File: config.mk
export PLATFORM = sky130hd
export DESIGN_NAME = rx_cmd_sequencer
export DESIGN_NICKNAME = d
export VERILOG_FILES = /design/src/rtl/rx_cmd_sequencer.sv
export SDC_FILE = /design/constraint.sdc
export NUM_CORES = 1
export LEC_CHECK = 0
export CAP_MARGIN = 25
export CORE_MARGIN = 2
export CORE_UTILIZATION = 40
export CTS_CLUSTER_DIAMETER = 200
export DETAILED_ROUTE_END_ITERATION = 8
export GPL_ROUTABILITY_DRIVEN = 0
export HOLD_SLACK_MARGIN = 0.02
export PLACE_DENSITY_LB_ADDON = 0.08
export SYNTH_ARGS = -nofsm -noshare
export SYNTH_HDL_FRONTEND = slang
export SYNTH_SLANG_ARGS = --single-unit
File: constraint.sdc
create_clock -name clock -period 5.93 [get_ports clock]
set_clock_uncertainty 0.15 [all_clocks]
set_input_delay 1.186 -clock clock [delete_from_list [all_inputs] [get_ports clock]]
set_output_delay 1.186 -clock clock [all_outputs]
set_load 0.03 [all_outputs]
File: src/rtl/rx_cmd_sequencer.sv
// rx_cmd_sequencer: turns received UART bytes into reveal/flag/new-game commands with range, timeout and overrun checks.
// Optional feature: define RX_CMD_CHECKSUM_EN to require a trailing XOR checksum byte per frame.
module rx_cmd_sequencer #(
    parameter int TIMEOUT = 1000,
    parameter int ROWS    = 16,
    parameter int COLS    = 16
) (
    input  logic       clock,
    input  logic       reset,
    input  logic [7:0] rxdata,
    input  logic       rxfinish,
    output logic       cmd_valid,
    input  logic       cmd_ready,
    output logic [1:0] cmd_op,
    output logic [7:0] cmd_row,
    output logic [7:0] cmd_col,
    output logic       err,
    output logic [2:0] err_code,
    output logic       busy
);
    localparam int              CW          = $clog2(TIMEOUT + 1);
    localparam logic [CW-1:0]   TLAST       = CW'(TIMEOUT - 1);
    localparam logic [8:0]      ROW_LIM     = 9'(ROWS);
    localparam logic [8:0]      COL_LIM     = 9'(COLS);
    localparam logic [7:0]      OP_R        = 8'h52;
    localparam logic [7:0]      OP_F        = 8'h46;
    localparam logic [7:0]      OP_N        = 8'h4E;
    localparam logic [2:0]      ERR_BADOP   = 3'd1;
    localparam logic [2:0]      ERR_RANGE   = 3'd2;
    localparam logic [2:0]      ERR_TIMEOUT = 3'd3;
    localparam logic [2:0]      ERR_OVERRUN = 3'd4;
`ifdef RX_CMD_CHECKSUM_EN
    localparam logic [2:0]      ERR_SUM     = 3'd5;
`endif

    typedef enum logic [2:0] {
        IDLE,
        GET_ROW,
        GET_COL,
`ifdef RX_CMD_CHECKSUM_EN
        GET_SUM,
`endif
        HOLD
    } state_t;

    state_t        state;
    logic          rxfinish_d;
    logic [CW-1:0] cnt;
    logic          ev;
    logic          in_get;
    logic          expire;
    logic          bad_range;
`ifdef RX_CMD_CHECKSUM_EN
    logic [7:0]    sum;
`endif

    assign ev        = rxfinish & ~rxfinish_d;
`ifdef RX_CMD_CHECKSUM_EN
    assign in_get    = (state == GET_ROW) || (state == GET_COL) || (state == GET_SUM);
`else
    assign in_get    = (state == GET_ROW) || (state == GET_COL);
`endif
    assign expire    = in_get && !ev && (cnt == TLAST);
    assign bad_range = ({1'b0, cmd_row} >= ROW_LIM) || ({1'b0, rxdata} >= COL_LIM);

    // Frame sequencer: byte edge detect, inter-byte timer, decode and command hold/handshake
    always_ff @(posedge clock or negedge reset) begin
        if (!reset) begin
            state      <= IDLE;
            rxfinish_d <= 1'b1;
            cnt        <= '0;
            cmd_valid  <= 1'b0;
            cmd_op     <= 2'd0;
            cmd_row    <= 8'd0;
            cmd_col    <= 8'd0;
            err        <= 1'b0;
            err_code   <= 3'd0;
            busy       <= 1'b0;
`ifdef RX_CMD_CHECKSUM_EN
            sum        <= 8'd0;
`endif
        end else begin
            rxfinish_d <= rxfinish;
            err        <= 1'b0;
            cnt        <= (in_get && !ev && !expire) ? cnt + 1'b1 : '0;
            if (expire) begin
                err      <= 1'b1;
                err_code <= ERR_TIMEOUT;
                state    <= IDLE;
                busy     <= 1'b0;
            end else begin
                case (state)
                    IDLE: if (ev) begin
                        if (rxdata == OP_R || rxdata == OP_F) begin
                            cmd_op <= (rxdata == OP_R) ? 2'd0 : 2'd1;
                            state  <= GET_ROW;
                            busy   <= 1'b1;
                        end else if (rxdata == OP_N) begin
                            cmd_op    <= 2'd2;
                            cmd_row   <= 8'd0;
                            cmd_col   <= 8'd0;
                            busy      <= 1'b1;
`ifdef RX_CMD_CHECKSUM_EN
                            state     <= GET_SUM;
`else
                            state     <= HOLD;
                            cmd_valid <= 1'b1;
`endif
                        end else begin
                            err      <= 1'b1;
                            err_code <= ERR_BADOP;
                        end
`ifdef RX_CMD_CHECKSUM_EN
                        sum <= rxdata;
`endif
                    end
                    GET_ROW: if (ev) begin
                        cmd_row <= rxdata;
                        state   <= GET_COL;
`ifdef RX_CMD_CHECKSUM_EN
                        sum     <= sum ^ rxdata;
`endif
                    end
                    GET_COL: if (ev) begin
                        cmd_col <= rxdata;
                        if (bad_range) begin
                            err      <= 1'b1;
                            err_code <= ERR_RANGE;
                            state    <= IDLE;
                            busy     <= 1'b0;
                        end else begin
`ifdef RX_CMD_CHECKSUM_EN
                            state     <= GET_SUM;
                            sum       <= sum ^ rxdata;
`else
                            state     <= HOLD;
                            cmd_valid <= 1'b1;
`endif
                        end
                    end
`ifdef RX_CMD_CHECKSUM_EN
                    GET_SUM: if (ev) begin
                        if (rxdata == sum) begin
                            state     <= HOLD;
                            cmd_valid <= 1'b1;
                        end else begin
                            err      <= 1'b1;
                            err_code <= ERR_SUM;
                            state    <= IDLE;
                            busy     <= 1'b0;
                        end
                    end
`endif
                    HOLD: begin
                        if (ev) begin
                            err      <= 1'b1;
                            err_code <= ERR_OVERRUN;
                        end
                        if (cmd_ready) begin
                            state     <= IDLE;
                            cmd_valid <= 1'b0;
                            busy      <= 1'b0;
                        end
                    end
                    default: begin
                        state     <= IDLE;
                        cmd_valid <= 1'b0;
                        busy      <= 1'b0;
                    end
                endcase
            end
        end
    end
endmodule

==> flow_metrics.tcl <==
set metrics [dict create \
    maxSlewHeadroom_pct 68.4 \
    track_usage_pct 17.0 \
    fillCellCount 390 \
    cts.sinks 37 \
    synth_nets 186 \
    irDropWorstVdd_mv 0.203 \
    ys_seq_area_share_pct 50.6 \
    synth_top_family_by_area "compound AO/OA/AOI/OAI gates" \
    cts_tree "yes" \
    synth_warnings 0 \
    placedCellCount 249 \
    hold_depth 1 \
    hold_path_class "flip-flop to flip-flop" \
    cts_resized 0 \
    synthMuxAreaShare_pct 1.16 \
    syn_area_per_cell_um2 10.9 \
    via_count 1423 \
    grt_pass1_vias 1438 \
    netlist-cell-type-count 45 \
    clock_path_buffers 2 \
    synth-seq-cells 37 \
    grt_max_degree 38 \
    die_h_um 71.7 \
    status "finished, final reports clean" \
    seq_area_um2 927 \
    die-area_mm2 0.00514 \
    final_hold_viol_count 0 \
    worst_slack_ps 2910 \
    wl_per_cell_um 15.6 \
    synth_top_flop_cell "dfrtp_1" \
    drv_slew 0 \
    ant_nets 0 \
    fin_nets 222 \
    synth_cells 168 \
    cts_buffers 5 \
    start_util_pct 41.8 \
    postCtsHoldBufs 0 \
    synth_compound_area_share_pct 18.6 \
    worst_r2r_path_depth 6 \
    row_count 24 \
    crit_fanout 8 \
    drcViolationCount 0 \
    power_leakage_nw 0.998 \
    endpoint_kind "flip-flop" \
    area_growth_pct 24.9 \
    synth_xor_area_share_pct 3.35 \
    fp.dieW_um 71.7 \
    rsz0062_at_grt "no" \
    antenna_found_initial 0 \
    final_cells 257 \
    portBuffers 35 \
    most-common-layout-cells "36 x dfrtp_1, 35 x clkdlybuf4s50_1, 15 x a22o_1" \
    pre_cts_slack_ps 2580 \
    wirelength_um 4020 \
    final_common_cell "dfrtp_1" \
    netlist_area_mm2 0.00183 \
    crit_arrival_ps 3060 \
    cts_root_buf "clkbuf_8" \
    h-tree-depth 2 \
    viasPerCell 5.54 \
    power_mw 1.12 \
    startpoint_type "primary input" \
    crit_type "primary input to flip-flop" \
    min_period_over_period_pct 51.0 \
    synthArstFlopShare_pct 100 \
    setup_violations 0 \
    fin_util_pct 52.2 \
    multiInputGateArea_um2 821 \
    dr.pass1.iters 4 \
    tightest_slew_ps 470 \
    clk_latency_ps 290 \
    p_per_area_mw_per_mm2 491 \
    clk_pin_slew_ps 80 \
    dpl.hpwl_um 2930 \
    synthAdderAreaFrac_pct 4.10 \
    post_cts_buffers 0 \
    synth_edf_count 0 \
    globalRouteOverflowTotal 0 \
    diodes 0 \
    drv_cap 0 \
    drive_above_1_share_pct 10.2 \
    min_period_ps 3020 \
    synth-simple-area-share_pct 17.6 \
    fin_setup_tns_ps 0 \
    worstPathRequired_ps 5970 \
    io_pins 36 \
    drt-initial-drc-count 56 \
    max_freq_mhz 331 \
    core_mm2 0.00438 \
    grt_pass1_wl_um 6770 \
]
[cells by family (layout without fill, tap and decap cells)]
| family | Yosys count | after routing |
|---|---|---|
| DFF | 37 | 37 |
| xor gates and xnor gates | 7 | 7 |
| and+or+nand+nor | 55 | 55 |
| muxes | 2 | 2 |
| adders and majority gates | 6 | 6 |
| AOI/OAI and AO/OA | 46 | 46 |
| buffers and inverters | 15 | 52 |
[power breakdown]
part           total (mW)  switching (mW)  internal [mW]
clock network       0.172          0.0910         0.0810
logic               0.563           0.323          0.240
registers           0.388          0.0535          0.335
[state kept, by name (all words and copies together) (netlist names), 2 cells and up]
register  flops
err_code      3
state         2
cmd_op        2
cmd_row       8
cmd_col       8
cnt          10
[layout make-up]
class / count / share of cell area [%]
well taps: 52 / 2.84
repair buffers: 36 / 15.6
clock buffers: 5 / 3.01
flip-flops and latches: 37 / 40.5
inverters: 8 / 1.31
multi-input cells: 116 / 35.9
clock inverters: 3 / 0.766
[routing by layer]
metal | vias to the layer above | part of all wire, % | global-route usage (%)
li1 | 678 | - | -
met1 | 709 | 44 | 21.2
met2 | 31 | 50 | 28.3
met3 | 5 | 4.8 | 5.49
met4 | 0 | 1.4 | 5.24
met5 | - | 0 | 0
[per-stage QoR]
stage	instance area, um2	hold WS [ps]
after floorplan	1830	275
final	2290	310
after global placement	2200	291
after detailed placement	2200	307
after global routing	2290	369
after CTS	2290	316
[final timing paths]
| kind | startpoint | to | slack, ps |
|---|---|---|---|
| hold / removal | cnt[0]$_DFF_PN0_ | cnt[0]$_DFF_PN0_ | 310 |
| max in group asynchronous | reset | rxfinish_d$_DFF_PN1_ | 4110 |
| setup reg to reg | state[0]$_DFFE_PN0P_ | err_code[2]$_DFFE_PN0P_ | 3850 |
| setup / recovery | rxdata[7] | cmd_col[0]$_DFFE_PN0P_ | 2910 |
| min in group asynchronous | reset | cmd_col[2]$_DFFE_PN0P_ | 1170 |
| hold reg to reg | cnt[0]$_DFF_PN0_ | cnt[0]$_DFF_PN0_ | 310 |
[synthesized netlist by cell type (2+ instances only)]
cell type,instances,area (um2)
a21o_1,2,15.0
inv_1,8,30.0
ha_1,6,75.1
xor2_1,3,26.3
a22o_1,15,131
nor2_1,13,48.8
o211ai_1,2,15.0
buf_6,3,33.8
o21ai_0,8,40.0
nand4_1,2,12.5
o31ai_1,2,15.0
nor2b_1,3,18.8
or3_1,2,12.5
nor3_1,3,15.0
dfrtp_1,36,901
nand3_1,6,30.0
nand2_1,9,33.8
nor4_2,2,25.0
or2_2,2,12.5
clkbuf_1,2,7.51
xnor2_1,4,35.0
a21oi_1,8,40.0
and3_1,4,25.0
nand4b_1,2,17.5
[worst max-delay path, stage by stage]
cell and delay, ps:
clkdlybuf4s50_1 530, nor4b_4 420, nand4_1 160, or2_1 250, a21o_1 250, a22o_1 260
Note: power is estimated with default switching activity, not from simulation.
